### src/rtl/pc_fetch_unit_if.sv
// pc_fetch_unit_if
// Bundles the fetch unit's external channels:
//   imem_req_*   : fetch request (valid/ready), word-aligned address
//   imem_rsp_*   : in-order instruction response, no backpressure
//   redirect_*   : branch/jump redirect from execute
//   id_*         : instruction handoff to decode (valid/ready)
//   misalign_err : one-cycle pulse for a redirect target with nonzero [1:0]
// Modport master is the fetch unit; slave is its environment.
interface pc_fetch_unit_if;
    logic        imem_req_valid;
    logic        imem_req_ready;
    logic [31:0] imem_req_addr;
    logic        imem_rsp_valid;
    logic [31:0] imem_rsp_data;
    logic        redirect_valid;
    logic [31:0] redirect_pc;
    logic        id_valid;
    logic        id_ready;
    logic [31:0] id_pc;
    logic [31:0] id_instr;
    logic [31:0] id_pc_plus4;
    logic        misalign_err;

    modport master (
        output imem_req_valid, imem_req_addr,
        input  imem_req_ready,
        input  imem_rsp_valid, imem_rsp_data,
        input  redirect_valid, redirect_pc,
        output id_valid, id_pc, id_instr, id_pc_plus4,
        input  id_ready,
        output misalign_err
    );

    modport slave (
        input  imem_req_valid, imem_req_addr,
        output imem_req_ready,
        output imem_rsp_valid, imem_rsp_data,
        output redirect_valid, redirect_pc,
        input  id_valid, id_pc, id_instr, id_pc_plus4,
        output id_ready,
        input  misalign_err
    );
endinterface

### src/rtl/pc_fetch_unit.sv
// pc_fetch_unit
// Fetch-stage front end: owns the architectural PC, issues one word fetch at
// a time to instruction memory, buffers responses in a small queue feeding
// decode, and flushes everything on a branch/jump redirect.
// Ports:
//   clk  : core clock, rising edge
//   rst  : asynchronous, active-high reset
//   bus  : pc_fetch_unit_if.master (imem request/response, redirect,
//          decode handoff, misalign_err)
// Parameters:
//   RESET_VECTOR : PC loaded on reset
//   QDEPTH       : response queue depth, 2 or 4
//
// state   | meaning
// S_REQ   | no request outstanding; request issued when queue has room
// S_WAIT  | one request outstanding; its response is pushed to the queue
// S_FLUSH | redirect hit an outstanding request; its response is dropped
module pc_fetch_unit #(
    parameter logic [31:0] RESET_VECTOR = 32'h0000_0000,
    parameter int          QDEPTH       = 2
) (
    input logic             clk,
    input logic             rst,
    pc_fetch_unit_if.master bus
);
    localparam logic [1:0] S_REQ   = 2'd0;
    localparam logic [1:0] S_WAIT  = 2'd1;
    localparam logic [1:0] S_FLUSH = 2'd2;

    localparam int            CW      = $clog2(QDEPTH + 1);
    localparam int            PW      = $clog2(QDEPTH);
    localparam logic [CW:0]   DEPTH_C = (CW + 1)'(QDEPTH);

    logic [1:0]    state;
    logic [31:0]   pc_q;
    logic [31:0]   req_addr_q;
    logic          outstanding;
    logic          misalign_q;
    logic [CW-1:0] count;
    logic [PW-1:0] rd_ptr;
    logic [PW-1:0] wr_ptr;
    logic [31:0]   q_pc    [QDEPTH];
    logic [31:0]   q_instr [QDEPTH];

    logic [CW:0]   occ;
    logic          req_hs;
    logic          push;
    logic          pop;
    logic [31:0]   head_pc;

    // Queue entries plus the in-flight request must never exceed the queue
    // depth, so a response always has a slot waiting for it.
    assign occ = {1'b0, count} + {{CW{1'b0}}, outstanding};

    assign bus.imem_req_valid = !rst && (state == S_REQ) && (occ < DEPTH_C);
    assign bus.imem_req_addr  = pc_q;
    assign req_hs             = bus.imem_req_valid && bus.imem_req_ready;

    // A response arriving with a redirect belongs to the old path: drop it.
    assign push = (state == S_WAIT) && bus.imem_rsp_valid && !bus.redirect_valid;
    assign pop  = bus.id_valid && bus.id_ready;

    // Storage is not reset, so head outputs are gated by id_valid to read 0
    // whenever the queue is empty (including out of reset).
    assign head_pc          = q_pc[rd_ptr];
    assign bus.id_valid     = (count != '0);
    assign bus.id_pc        = bus.id_valid ? head_pc         : 32'd0;
    assign bus.id_instr     = bus.id_valid ? q_instr[rd_ptr] : 32'd0;
    assign bus.id_pc_plus4  = bus.id_valid ? head_pc + 32'd4 : 32'd0;
    assign bus.misalign_err = misalign_q;

    always_ff @(posedge clk or posedge rst) begin
        if (rst) begin
            state       <= S_REQ;
            pc_q        <= RESET_VECTOR;
            req_addr_q  <= RESET_VECTOR;
            outstanding <= 1'b0;
            misalign_q  <= 1'b0;
        end else begin
            misalign_q <= bus.redirect_valid && (bus.redirect_pc[1:0] != 2'b00);
            case (state)
                S_REQ: begin
                    if (req_hs) begin
                        req_addr_q  <= pc_q;
                        outstanding <= 1'b1;
                        pc_q        <= pc_q + 32'd4;
                        state       <= bus.redirect_valid ? S_FLUSH : S_WAIT;
                    end
                end
                S_WAIT: begin
                    // A response in the redirect cycle settles the debt, so
                    // going to S_FLUSH there would wait forever.
                    if (bus.imem_rsp_valid) begin
                        outstanding <= 1'b0;
                        state       <= S_REQ;
                    end else if (bus.redirect_valid) begin
                        state <= S_FLUSH;
                    end
                end
                S_FLUSH: begin
                    if (bus.imem_rsp_valid) begin
                        outstanding <= 1'b0;
                        state       <= S_REQ;
                    end
                end
                default: begin
                    outstanding <= 1'b0;
                    state       <= S_REQ;
                end
            endcase
            if (bus.redirect_valid) begin
                pc_q <= {bus.redirect_pc[31:2], 2'b00};
            end
        end
    end

    always_ff @(posedge clk or posedge rst) begin
        if (rst) begin
            count  <= '0;
            rd_ptr <= '0;
            wr_ptr <= '0;
        end else if (bus.redirect_valid) begin
            count  <= '0;
            rd_ptr <= '0;
            wr_ptr <= '0;
        end else begin
            if (push) begin
                wr_ptr <= wr_ptr + PW'(1);
            end
            if (pop) begin
                rd_ptr <= rd_ptr + PW'(1);
            end
            if (push && !pop) begin
                count <= count + CW'(1);
            end else if (pop && !push) begin
                count <= count - CW'(1);
            end
        end
    end

    always_ff @(posedge clk) begin
        if (push) begin
            q_pc[wr_ptr]    <= req_addr_q;
            q_instr[wr_ptr] <= bus.imem_rsp_data;
        end
    end
endmodule
### src/flat_wrapper.sv
// flat-port wrapper written by rule: the top's interface ports become plain ports
module pc_fetch_unit_flat 
#(
    parameter logic [31:0] RESET_VECTOR = 32'h0000_0000,
    parameter int          QDEPTH       = 2
)
  (clk, rst, bus_imem_req_valid, bus_imem_req_addr, bus_imem_req_ready, bus_imem_rsp_valid, bus_imem_rsp_data, bus_redirect_valid, bus_redirect_pc, bus_id_valid, bus_id_pc, bus_id_instr, bus_id_pc_plus4, bus_id_ready, bus_misalign_err);
  pc_fetch_unit_if bus_i ();
  input logic clk;
  input logic rst;
  output wire logic [$bits(bus_i.imem_req_valid)-1:0] bus_imem_req_valid;
  output wire logic [$bits(bus_i.imem_req_addr)-1:0] bus_imem_req_addr;
  input wire logic [$bits(bus_i.imem_req_ready)-1:0] bus_imem_req_ready;
  input wire logic [$bits(bus_i.imem_rsp_valid)-1:0] bus_imem_rsp_valid;
  input wire logic [$bits(bus_i.imem_rsp_data)-1:0] bus_imem_rsp_data;
  input wire logic [$bits(bus_i.redirect_valid)-1:0] bus_redirect_valid;
  input wire logic [$bits(bus_i.redirect_pc)-1:0] bus_redirect_pc;
  output wire logic [$bits(bus_i.id_valid)-1:0] bus_id_valid;
  output wire logic [$bits(bus_i.id_pc)-1:0] bus_id_pc;
  output wire logic [$bits(bus_i.id_instr)-1:0] bus_id_instr;
  output wire logic [$bits(bus_i.id_pc_plus4)-1:0] bus_id_pc_plus4;
  input wire logic [$bits(bus_i.id_ready)-1:0] bus_id_ready;
  output wire logic [$bits(bus_i.misalign_err)-1:0] bus_misalign_err;
  assign bus_imem_req_valid = bus_i.imem_req_valid;
  assign bus_imem_req_addr = bus_i.imem_req_addr;
  assign bus_i.imem_req_ready = bus_imem_req_ready;
  assign bus_i.imem_rsp_valid = bus_imem_rsp_valid;
  assign bus_i.imem_rsp_data = bus_imem_rsp_data;
  assign bus_i.redirect_valid = bus_redirect_valid;
  assign bus_i.redirect_pc = bus_redirect_pc;
  assign bus_id_valid = bus_i.id_valid;
  assign bus_id_pc = bus_i.id_pc;
  assign bus_id_instr = bus_i.id_instr;
  assign bus_id_pc_plus4 = bus_i.id_pc_plus4;
  assign bus_i.id_ready = bus_id_ready;
  assign bus_misalign_err = bus_i.misalign_err;
  pc_fetch_unit #(.RESET_VECTOR(RESET_VECTOR), .QDEPTH(QDEPTH)) u_core (.clk(clk), .rst(rst), .bus(bus_i));
endmodule
### config.mk
export PLATFORM = sky130hd
export DESIGN_NAME = pc_fetch_unit_flat
export DESIGN_NICKNAME = d
export VERILOG_FILES = /design/src/rtl/pc_fetch_unit_if.sv /design/src/rtl/pc_fetch_unit.sv /design/src/flat_wrapper.sv
export SDC_FILE = /design/constraint.sdc
export NUM_CORES = 1
export LEC_CHECK = 0
export BUFFER_PORTS_ARGS = -buffer_cell sky130_fd_sc_hd__buf_2
export CAP_MARGIN = 20
export CORE_MARGIN = 8
export CORE_UTILIZATION = 50
export CTS_CLUSTER_DIAMETER = 30
export DETAILED_ROUTE_END_ITERATION = 10
export PLACE_DENSITY = 0.85
export SYNTH_ARGS = -nofsm -noshare
export SYNTH_HDL_FRONTEND = slang
export SYNTH_SLANG_ARGS = --single-unit
### constraint.sdc
create_clock -name clk -period 18.2 [get_ports clk]
set_clock_uncertainty 0.05 [all_clocks]
set_input_delay 2.73 -clock clk [delete_from_list [all_inputs] [get_ports clk]]
set_output_delay 2.73 -clock clk [all_outputs]
set_load 0.005 [all_outputs]
## Yosys cells after proc, flatten, opt, wreduce, memory -nomap -nowiden

Memory sizes are Yosys's and may differ from the RTL's.
Cells that the tools add are included.

| storage, ports and cells | value |
|---|---|
| register bits after elaboration | 72 |
| RAM bits | 128 |
| input bits | 70 |
| output and inout port bits | 131 |
| memories | 2 |

| operators by class | value |
|---|---|
| add/sub/neg operators | 7 |
| order comparisons | 1 |
| equality and inequality tests | 6 |
| multiplexer cells | 24 |
| reductions and logical operators | 26 |

Memories:

| memory | words | bits a word | rd ports | clocked after Yosys merged registers in | wr ports | RTL line | text |
|---|---|---|---|---|---|---|---|
| u_core.q_instr | 2 | 32 | 1 | 0 | 1 | pc_fetch_unit.sv:43 | `logic [31:0] q_instr [QDEPTH];` |
| u_core.q_pc | 2 | 32 | 1 | 0 | 1 | pc_fetch_unit.sv:42 | `logic [31:0] q_pc [QDEPTH];` |

Operators by type and width:

| cell | count |
|---|---|
| $mux 32 | 6 |
| $add 32x3->32 const B | 2 |
| $mux 2 | 8 |
| $reduce_bool 2->1 | 6 |
| $logic_and 1x1->1 | 9 |
| $mux 1 | 8 |
| $pmux 2 s3 | 1 |
| $reduce_and 2->1 | 3 |
| $logic_not 1->1 | 4 |
| $ne 2x1->1 const B | 2 |
| $add 2x1->3 | 1 |
| $lt 3x2->1 const B | 1 |
| $ne 3x3->1 const B | 1 |
| $reduce_and 3->1 | 1 |
| $reduce_bool 3->1 | 1 |
| $add 1x1->1 const B | 2 |
| $add 2x1->2 const B | 1 |
| $eq 2x1->1 const B | 1 |
| $eq 2x2->1 const B | 1 |
| $logic_not 2->1 | 1 |
| $ne 2x2->1 const B | 1 |
| $pmux 1 s2 | 1 |
| $reduce_or 2->1 | 1 |
| $sub 2x1->2 const B | 1 |

## Logic depth before layout (Yosys ltp)

Gate-level depths: netlist of run 1.

| depth | value |
|---|---|
| depth after elaboration | 8 |
| depth in mapped cells | 12 |
| gate-level depth less buffers | 7 |

## Least setup slack after synthesis of run 1

No wires, ideal clock.

| timing path | value |
|---|---|
| path type | input -> register |
| from | input port bus_redirect_valid |
| to | memory u_core.q_instr[1][0] (enable) |
| setup time | 0.571 ns |
| arrival | 7.682 ns |
| required time | 17.579 ns |
| path slack | 9.897 ns |
| stages | 3 |
| cell sequence | clkbuf_1 clkbuf_1 nor3b_1 |

| on the way | value |
|---|---|
| cells in the longest elaborated chain, start to end | 4 |

Ends and longest elaborated chain:

| what | RTL line | text |
|---|---|---|
| from (decl) | flat_wrapper.sv:16 | `input wire logic [$bits(bus_i.redirect_valid)-1:0] bus_redirect_valid;` |
| $logic_not 1->1 | pc_fetch_unit.sv:60 | `assign push = (state == S_WAIT) && bus.imem_rsp_valid && !bus.redirect_valid;` |
| $logic_and 1x1->1 | pc_fetch_unit.sv:60 |  |
| $mux 1 | pc_fetch_unit.sv:142 | `if (push) begin` |
| $mux 1 (implied by the code) | pc_fetch_unit.sv:144 | `q_instr[wr_ptr] <= bus.imem_rsp_data;` |
| to (decl) | pc_fetch_unit.sv:43 |  |

No other way between the ends.

## Worst setup path after layout of run 1

| timing path | value |
|---|---|
| from | register u_core.rd_ptr |
| to | output port bus_id_pc_plus4[31] |

| on the way | value |
|---|---|
| cells in the longest elaborated chain, start to end | 3 |

Ends and longest elaborated chain:

| what | RTL line | text |
|---|---|---|
| from (decl) | pc_fetch_unit.sv:40 | `logic [PW-1:0] rd_ptr;` |
| from (signal assigned) | pc_fetch_unit.sv:131 | `rd_ptr <= rd_ptr + PW'(1);` |
| $mem_v2 2x32 | -- |  |
| $add 32x3->32 | pc_fetch_unit.sv:69 | `assign bus.id_pc_plus4 = bus.id_valid ? head_pc + 32'd4 : 32'd0;` |
| $mux 32 | pc_fetch_unit.sv:69 |  |
| to (decl) | flat_wrapper.sv:21 | `output wire logic [$bits(bus_i.id_pc_plus4)-1:0] bus_id_pc_plus4;` |

No other way between the ends.

==> summary.md, run 1 <==
| Metric | Value |
|---|---|
| Status | complete, no violations |
| Standard-cell rows | 49 |
| Worst-path fanout max | 54 |
| Root Buffer | clkbuf_16 |
| Worst Setup End Kind | output port |
| Setup violations, final | 0 |
| CTS Buffer Depth | 2 |
| Final RePlAce weighted congestion | 0.852 |
| Crit path cell chain | buf_4 -> buf_12 -> nand3_1 -> a22oi_2 -> or3b_1 -> nor4_1 -> mux2_2 -> buf_2 |
| Peak VDD IR | 0.0751 mV |
| Worst min-delay path category | reg -> reg |
| Antenna diodes | 0 |
| Worst-skew pair later-pin latency | 440 ps |
| Initial Util | 0.506 |
| Finished Cell Area | 10,700 sq um |
| Starting DRT DRC Count | 425 |
| Pwr Total | 1.09 mW |
| Synth Instances | 800 |
| Top FF cell, synth | edfxtp_1 |
| Drt pass-1 iters | 5 |
| Biggest cell delay along the critical path | 550 ps |
| Critical Path Start Type | flip-flop |
| Critical path buffers and inverters | 3 |
| Worst EP required | 15,420 ps |
| Fill cells | 1,438 |
| Fin util | 0.602 |
| Resized cells post-CTS | 0 |
| DR vias | 6,746 |
| Port Buffer Count | 194 |
| Seq cells post-synth | 192 |
| Mean post-synth cell area | 11.2 sq um |
| Slew Viols, Final | 0 |
| Post-DRT Antenna Nets | 0 |
| Worst hold start | u_core.req_addr_q[31]$_DFFE_PP0P_ |
| CP top delay family | simple AND/OR/NAND/NOR gates |
| Leakage power | 4.38 nW |
| Grt ovf | 0 |
| Critical path type | reg -> out |
| Total negative slack | 0 ps |
| Multi-input logic area | 3330 sq um |
| First-pass GRT wire length | 35.4 mm |
| Post-synthesis sequential area ratio | 0.604 |
| # Post-CTS Setup Buffers | 0 |
| Setup crit start | u_core.rd_ptr$_DFFE_PP0P_ |
| CTS tree | yes |
| Final worst path period need | 6500 ps |
| Largest net degree at the start of global routing | 85 |
| Post-synthesis cell type count | 56 |
| Synthesis Warnings | 0 |
| Flop-to-flop setup slack | 15,840 ps |
| Die Y-Extent | 150 um |
| Cell area after synthesis | 8990 sq um |
| Reg-to-Reg Start | u_core.state[0]$_DFFE_PP0P_ |
| Final wirelength | 22.6 mm |
| Post-placement cell count | 1,189 |
| Hold Vio Cnt, Final | 0 |
| Die area | 22,500 sq um |
| Area of the core | 17,800 sq um |
| Rel. slew slack | 0.394 |
| EDFF count, synth | 124 |
| Vias in the first global route | 6,672 |
| Slowest CP cell | dfrtp_4 |
| Max_cap viols | 0 |
| Final worst-path cycle share | 0.357 |
| Io pins | 201 |
| Ys async rst share | 0.354 |
| Wire per inst | 18.5 um |
| HPWL Detailed | 16.0 mm |
| PwrDens | 102 nW/um^2 |
| Layout area overhead | 19.1% |
| Reg area | 5430 sq um |
| Data arrival, critical path | 3720 ps |
| RSZ-0062 raised after global routing | false |
| H-tree Lvls | 4 |
| Inserted Clock Buffers | 17 |
| Clk sinks | 192 |
| Clock slew at reported path FFs | 70 ps |
| Layout cells sized above 1 | 0.258 |
| Worst slew pin tran | 908 ps |
| Initial antenna violation count | 0 |
| Hold_buf cts | 0 |
| Max Clk Rate | 154 MHz |
| Non-Filler Instances | 1,222 |
| Nets | 1,055 |
| GR Util All Layers | 0.201 |
| Placed cell area | 10,100 sq um |
| Vias per cell | 5.52 |
| Die X | 150 um |
| DRC violations left | 0 |
==> cell usage in the layout, fill, tap and decap left out, types with 14 or more instances in the layout <==
cell type,Yosys,routed
clkbuf_16,0,17
edfxtp_1,124,124
dfrtp_1,68,67
xor2_1,25,25
nand4_1,16,16
xnor2_1,20,20
o21ai_0,40,40
nor2_1,88,87
mux2i_1,56,56
and2_1,14,14
buf_2,9,194
nand2_1,142,142
nand3_1,24,24
==> registers in the layout, summed over array words and instances, names as in the netlist, 2 cells and up <==
name	cells
u_core.q_instr	64
u_core.bus.imem_req_addr	30
u_core.req_addr_q	30
u_core.q_pc	60
u_core.state	2
u_core.count	2
==> metrics by stage <==
step	hold slack [ps]	setup WS (ps)
detailed placement	413	11920
floorplan	392	9900
CTS	425	11450
finish	429	11700
global placement	400	12060
global route	437	11480
==> layout make-up <==
class                   count  area share
well taps                 229      0.0268
clock buffers              17      0.0397
repair buffers            203      0.0982
flip-flops and latches    192       0.507
clock inverters            15      0.0131
multi-input cells         556       0.311
inverters                  10     0.00351
==> Yosys cell counts (all sizes together), types with 8 or more instances <==
cell | instances | area, sq um
clkbuf | 25 | 93.8
nand3 | 25 | 130
nand2 | 142 | 533
xor2 | 25 | 219
and4 | 8 | 70.1
nor3 | 10 | 50.1
mux2 | 8 | 90.1
nor4 | 11 | 68.8
dfrtp | 68 | 1700
xnor2 | 20 | 175
a21oi | 13 | 68.8
edfxtp | 124 | 3720
inv | 10 | 37.5
nor2 | 88 | 330
buf | 22 | 135
mux2i | 56 | 561
nand4 | 16 | 100
o21ai | 41 | 205
and2 | 14 | 87.6
==> worst paths after layout <==
kind                                                                 end  depth (start not counted)
worst max-delay path                                 bus_id_pc_plus4[31]                          8
worst min-delay path                        u_core.q_pc[1][31]$_DFFE_PP_                          0
worst max register to register  u_core.bus.imem_req_addr[24]$_DFFE_PP0P_                          7
worst min register to register              u_core.q_pc[1][31]$_DFFE_PP_                          0
max in group asynchronous                      u_core.rd_ptr$_DFFE_PP0P_                          3
min in group asynchronous                    u_core.state[1]$_DFFE_PP0P_                          3
==> worst register-to-register path, delay by kind of cell (launching register included) <==
family                     cells  cell delay [ps]
xor gates and xnor gates       1              180
adders and majority gates      1              270
buffers and inverters          1              110
DFF                            1              390
muxes                          1              260
and+or+nand+nor                3              990
==> cell families after synthesis <==
family | Yosys count | synth area share
simple gates | 350 | 0.183
flops | 192 | 0.604
compound gates | 86 | 0.0603
mux | 64 | 0.0724
buf+inv | 57 | 0.0296
xor+xnor | 45 | 0.0438
fa+ha+maj | 5 | 0.00696
other cells | 1 | 0.000417
==> per-layer routing <==
metal,part of all wire,wire length [um],GRT usage
met5,0,0,0
met4,0.021,468,0.0740
met3,0.10,2280,0.0593
met2,0.44,10000,0.302
met1,0.44,9830,0.271
==> where the power goes <==
part           switching, mW  internal, mW  total, mW  leakage (nW)
logic                 0.0942        0.0639      0.158          2.14
registers             0.0485         0.531      0.580          1.97
clock network          0.175         0.181      0.356         0.274
total                  0.317         0.776       1.09          4.38
(Power assumes the default switching activity.)
==> run 2: changes to the inputs <==
ABC_AREA = 1   (was not set)
PLACE_DENSITY = 0.84   (was 0.85)
clock period = 6.7 ns   (was 18.2 ns; I/O delays follow)
==> run 2 against run 1 <==
Effect of this change: register-to-register slack got worse by 12000 ps; largest cell class unchanged; power grew to 3.6 times the previous value; sequential power grew to 2.9 times the previous value; global-route usage down 0.38 points; critical path depth grew 5; final cell count is 24% higher; clock power grew to 2.8 times the previous value; sequential cell count did not move; synthesized cell count grew 37%; core utilization fell by 0.28 points.
==> summary.md, run 2 <==
| Metric | Value |
|---|---|
| Die Y-Extent | 154 um (+2.8%) |
| Internal power | 2.45 mW (+220%) |
| Worst Setup End Kind | output port |
| Sw Pwr | 1.50 mW (+370%) |
| Worst-skew pair later-pin latency | 430 ps (about the same) |
| Mean post-synth cell area | 8.75 sq um (-22%) |
| Peak VDD IR | 0.234 mV (+210%) |
| Top FF cell, synth | edfxtp_1 |
| Rel. slew slack | 0.333 (-0.0616) |
| Commonest non-fill, non-tap cells in the layout | 340 x nand2_1, 194 x buf_2, 124 x edfxtp_1 |
| Final RePlAce weighted congestion | 0.867 (+1.8%) |
| Max Clk Rate | 232 MHz |
| Synthesis Warnings | 0 (unchanged) |
| Post-placement cell count | 1,486 (+25%) |
| Fin util | 0.599 (-0.00284) |
| Cell area after synthesis | 9560 sq um (+6.4%) |
| Leakage power | 5.23 nW (+19%) |
| Die X | 154 um (+2.8%) |
| Port Buffer Count | 194 (unchanged) |
| Layout cells sized above 1 | 0.233 (-0.0251) |
| Reg area | 5430 sq um (about the same) |
| Commonest non-fill, non-tap cell in the layout | nand2_1 |
| Data arrival, critical path | 3260 ps (-460 ps) |
| Reg power frac | 0.421 (-0.109) |
| Post-synth top area cell | edfxtp_1 |
| Initial antenna violation count | 0 (unchanged) |
| Multi-input logic area | 3450 sq um (+3.4%) |
| Max FFs per register | 64 (unchanged) |
| # Post-CTS Setup Buffers | 0 (unchanged) |
| GR Util All Layers | 0.197 (-0.00379) |
| Hold_buf cts | 0 (unchanged) |
| Die area | 23,800 sq um (+5.7%) |
| Ys async rst share | 0.354 (unchanged) |
| Worst-path fanout max | 41 (-24%) |
| Worst EP required | 5640 ps (-9780 ps) |
| Worst hold start | u_core.req_addr_q[28]$_DFFE_PP0P_ |
| Max_cap viols | 0 (unchanged) |
| Area of the core | 18,800 sq um (+5.6%) |
| Switching part of the total | 0.380 (+0.0896) |
| HPWL Detailed | 17.2 mm (+7.6%) |
| Worst slew pin tran | 1000 ps (+92.2 ps) |
| Synth top area share | 0.389 (-0.0248) |
| Hold Vio Cnt, Final | 0 (unchanged) |
| Clock power share | 0.255 (-0.070) |
| Reg-to-Reg Start | u_core.state[0]$_DFFE_PP0P_ |
| Seq cells post-synth | 192 (unchanged) |
| Standard-cell rows | 50 (+2.0%) |
| Final wirelength | 24.0 mm (+6.3%) |
| Drt pass-1 iters | 5 (unchanged) |
| Top Registers | u_core.q_instr (64), u_core.q_pc (60) |
| Non-Filler Instances | 1,519 (+24%) |
| Top reg by flops | u_core.q_instr |
| Count leader, synth | nand2_1 |
| Fill cells | 1,601 (+11%) |
| Setup violations, final | 0 (unchanged) |
| DR vias | 7,823 (+16%) |
| Post-synthesis cell type count | 41 (-27%) |
| Io pins | 201 (unchanged) |
| Antenna diodes | 0 (unchanged) |
| Resized cells post-CTS | 0 (unchanged) |
| CTS tree | yes |
| Starting DRT DRC Count | 707 (+66%) |
| Layout area overhead | 17.6% |
| Total negative slack | 0 ps (unchanged) |
| Root Buffer | clkbuf_16 |
| Clock slew at reported path FFs | 70 ps (about the same) |
| Vias in the first global route | 7,664 (+15%) |
| Wire per inst | 15.8 um (-14%) |
| Post-synthesis sequential area ratio | 0.567 (-0.0361) |
| Vias per cell | 5.15 (-6.7%) |
| Status | complete, no violations |
| Initial Util | 0.509 (+0.00384) |
| DRC violations left | 0 (unchanged) |
| EDFF count, synth | 124 (unchanged) |
| Setup crit start | u_core.rd_ptr$_DFFE_PP0P_ |
| Largest net degree at the start of global routing | 72 (-15%) |
| Nets | 1,347 (+28%) |
| Post-synth top cells | 340 x nand2_1, 124 x edfxtp_1, 115 x inv_1 |
| Final worst path period need | 4310 ps |
| Grt ovf | 0 (unchanged) |
| CTS Buffer Depth | 2 (unchanged) |
| Inserted Clock Buffers | 17 (unchanged) |
| Final worst-path cycle share | 0.644 |
| Critical Path Start Type | flip-flop |
| Clk sinks | 192 (unchanged) |
| H-tree Lvls | 4 (unchanged) |
| First-pass GRT wire length | 38.0 mm (+7.3%) |
| PwrDens | 352 nW/um^2 (+240%) |
| Slew Viols, Final | 0 (unchanged) |
| Critical path type | reg -> out |
| Synth Instances | 1,092 (+37%) |
| Dominant cells by area after synthesis | edfxtp_1 39%, dfrtp_1 18%, nand2_1 13% |
| Worst min-delay path category | reg -> reg |
| Post-DRT Antenna Nets | 0 (unchanged) |
| Comb pwr share | 0.324 (+0.179) |
| RSZ-0062 raised after global routing | false |
-- run 2: cell count changes after synthesis, moves of 22 or more --
| cell | before | now |
|---|---|---|
| nand3_1 | 24 | 52 |
| mux2i_1 | 56 | 0 |
| a21oi_1 | 12 | 57 |
| nand2_1 | 142 | 340 |
| inv_1 | 10 | 115 |
| nor2_1 | 88 | 110 |
| nand2_2 | 0 | 34 |
-- run 2: layout make-up --
cell class / instances / area share
flip-flops and latches: 192 / 0.483
multi-input cells: 740 / 0.307
repair buffers: 201 / 0.0910
inverters: 120 / 0.0405
clock buffers: 17 / 0.0378
well taps: 234 / 0.0260
clock inverters: 15 / 0.0155
-- run 2: stage by stage --
| stage | power [mW] | setup WS [ps] | area [sq um] | hold slack [ps] |
|---|---|---|---|---|
| 5_1_grt | 4.20 | 2080 | 11200 | 456 |
| 3_3_place_gp | 2.92 | 2950 | 10600 | 402 |
| 6_report | 3.95 | 2390 | 11200 | 438 |
| 4_1_cts | 3.98 | 2350 | 11200 | 442 |
| 2_1_floorplan | 2.44 | 2210 | 9580 | 392 |
| 3_5_place_dp | 2.97 | 2840 | 10600 | 424 |
-- run 2: cell families after synthesis --
logic type / Yosys count / synth area share
and+or+nand+nor: 578 / 0.260
DFF: 192 / 0.567
buffers and inverters: 165 / 0.0760
AOI/OAI and AO/OA: 137 / 0.0766
xor gates and xnor gates: 14 / 0.0128
adders and majority gates: 5 / 0.00654
other: 1 / 0.000392
-- run 2: path summary, 6_finish.rpt --
check / to / slack (ps) / cells past startpoint
setup / recovery: bus_id_pc_plus4[24] / 2390 / 13
hold / removal: u_core.q_pc[0][28]$_DFFE_PP_ / 440 / 0
setup reg to reg: u_core.bus.imem_req_addr[20]$_DFFE_PP0P_ / 4050 / 11
hold reg to reg: u_core.q_pc[0][28]$_DFFE_PP_ / 440 / 0
max in group asynchronous: u_core.rd_ptr$_DFFE_PP0P_ / 5200 / 3
min in group asynchronous: u_core.count[0]$_DFFE_PP0P_ / 790 / 3
-- run 2: critical path: stages (launching register included) --
cell and delay [ps]:
dfrtp_2 760, buf_4 510, o21ai_0 290, inv_1 140, ha_1 180, nand2_1 120
nor2_4 160, nand3_1 160, nor2_4 190, nand2_1 70, nand2_1 60, nand2_1 50
inv_1 40, buf_2 100
-- run 2: per-layer routing --
layer	vias to the layer above	GRT usage	wire, um	part of all wire
li1	3879	-	-	-
met1	3564	0.263	10700	0.45
met2	343	0.305	10700	0.45
met3	37	0.0496	1990	0.083
met4	0	0.0747	543	0.023
met5	-	0	0	0
-- run 2: power by group through the flow --
stage / sequential (mW) / clock, mW / combinational, mW
floorplan: 1.61 / 0 / 0.829
global placement: 1.67 / 0 / 1.25
detailed placement: 1.69 / 0 / 1.28
CTS: 1.66 / 1.03 / 1.29
global route: 1.69 / 1.07 / 1.44
finish: 1.66 / 1.01 / 1.28
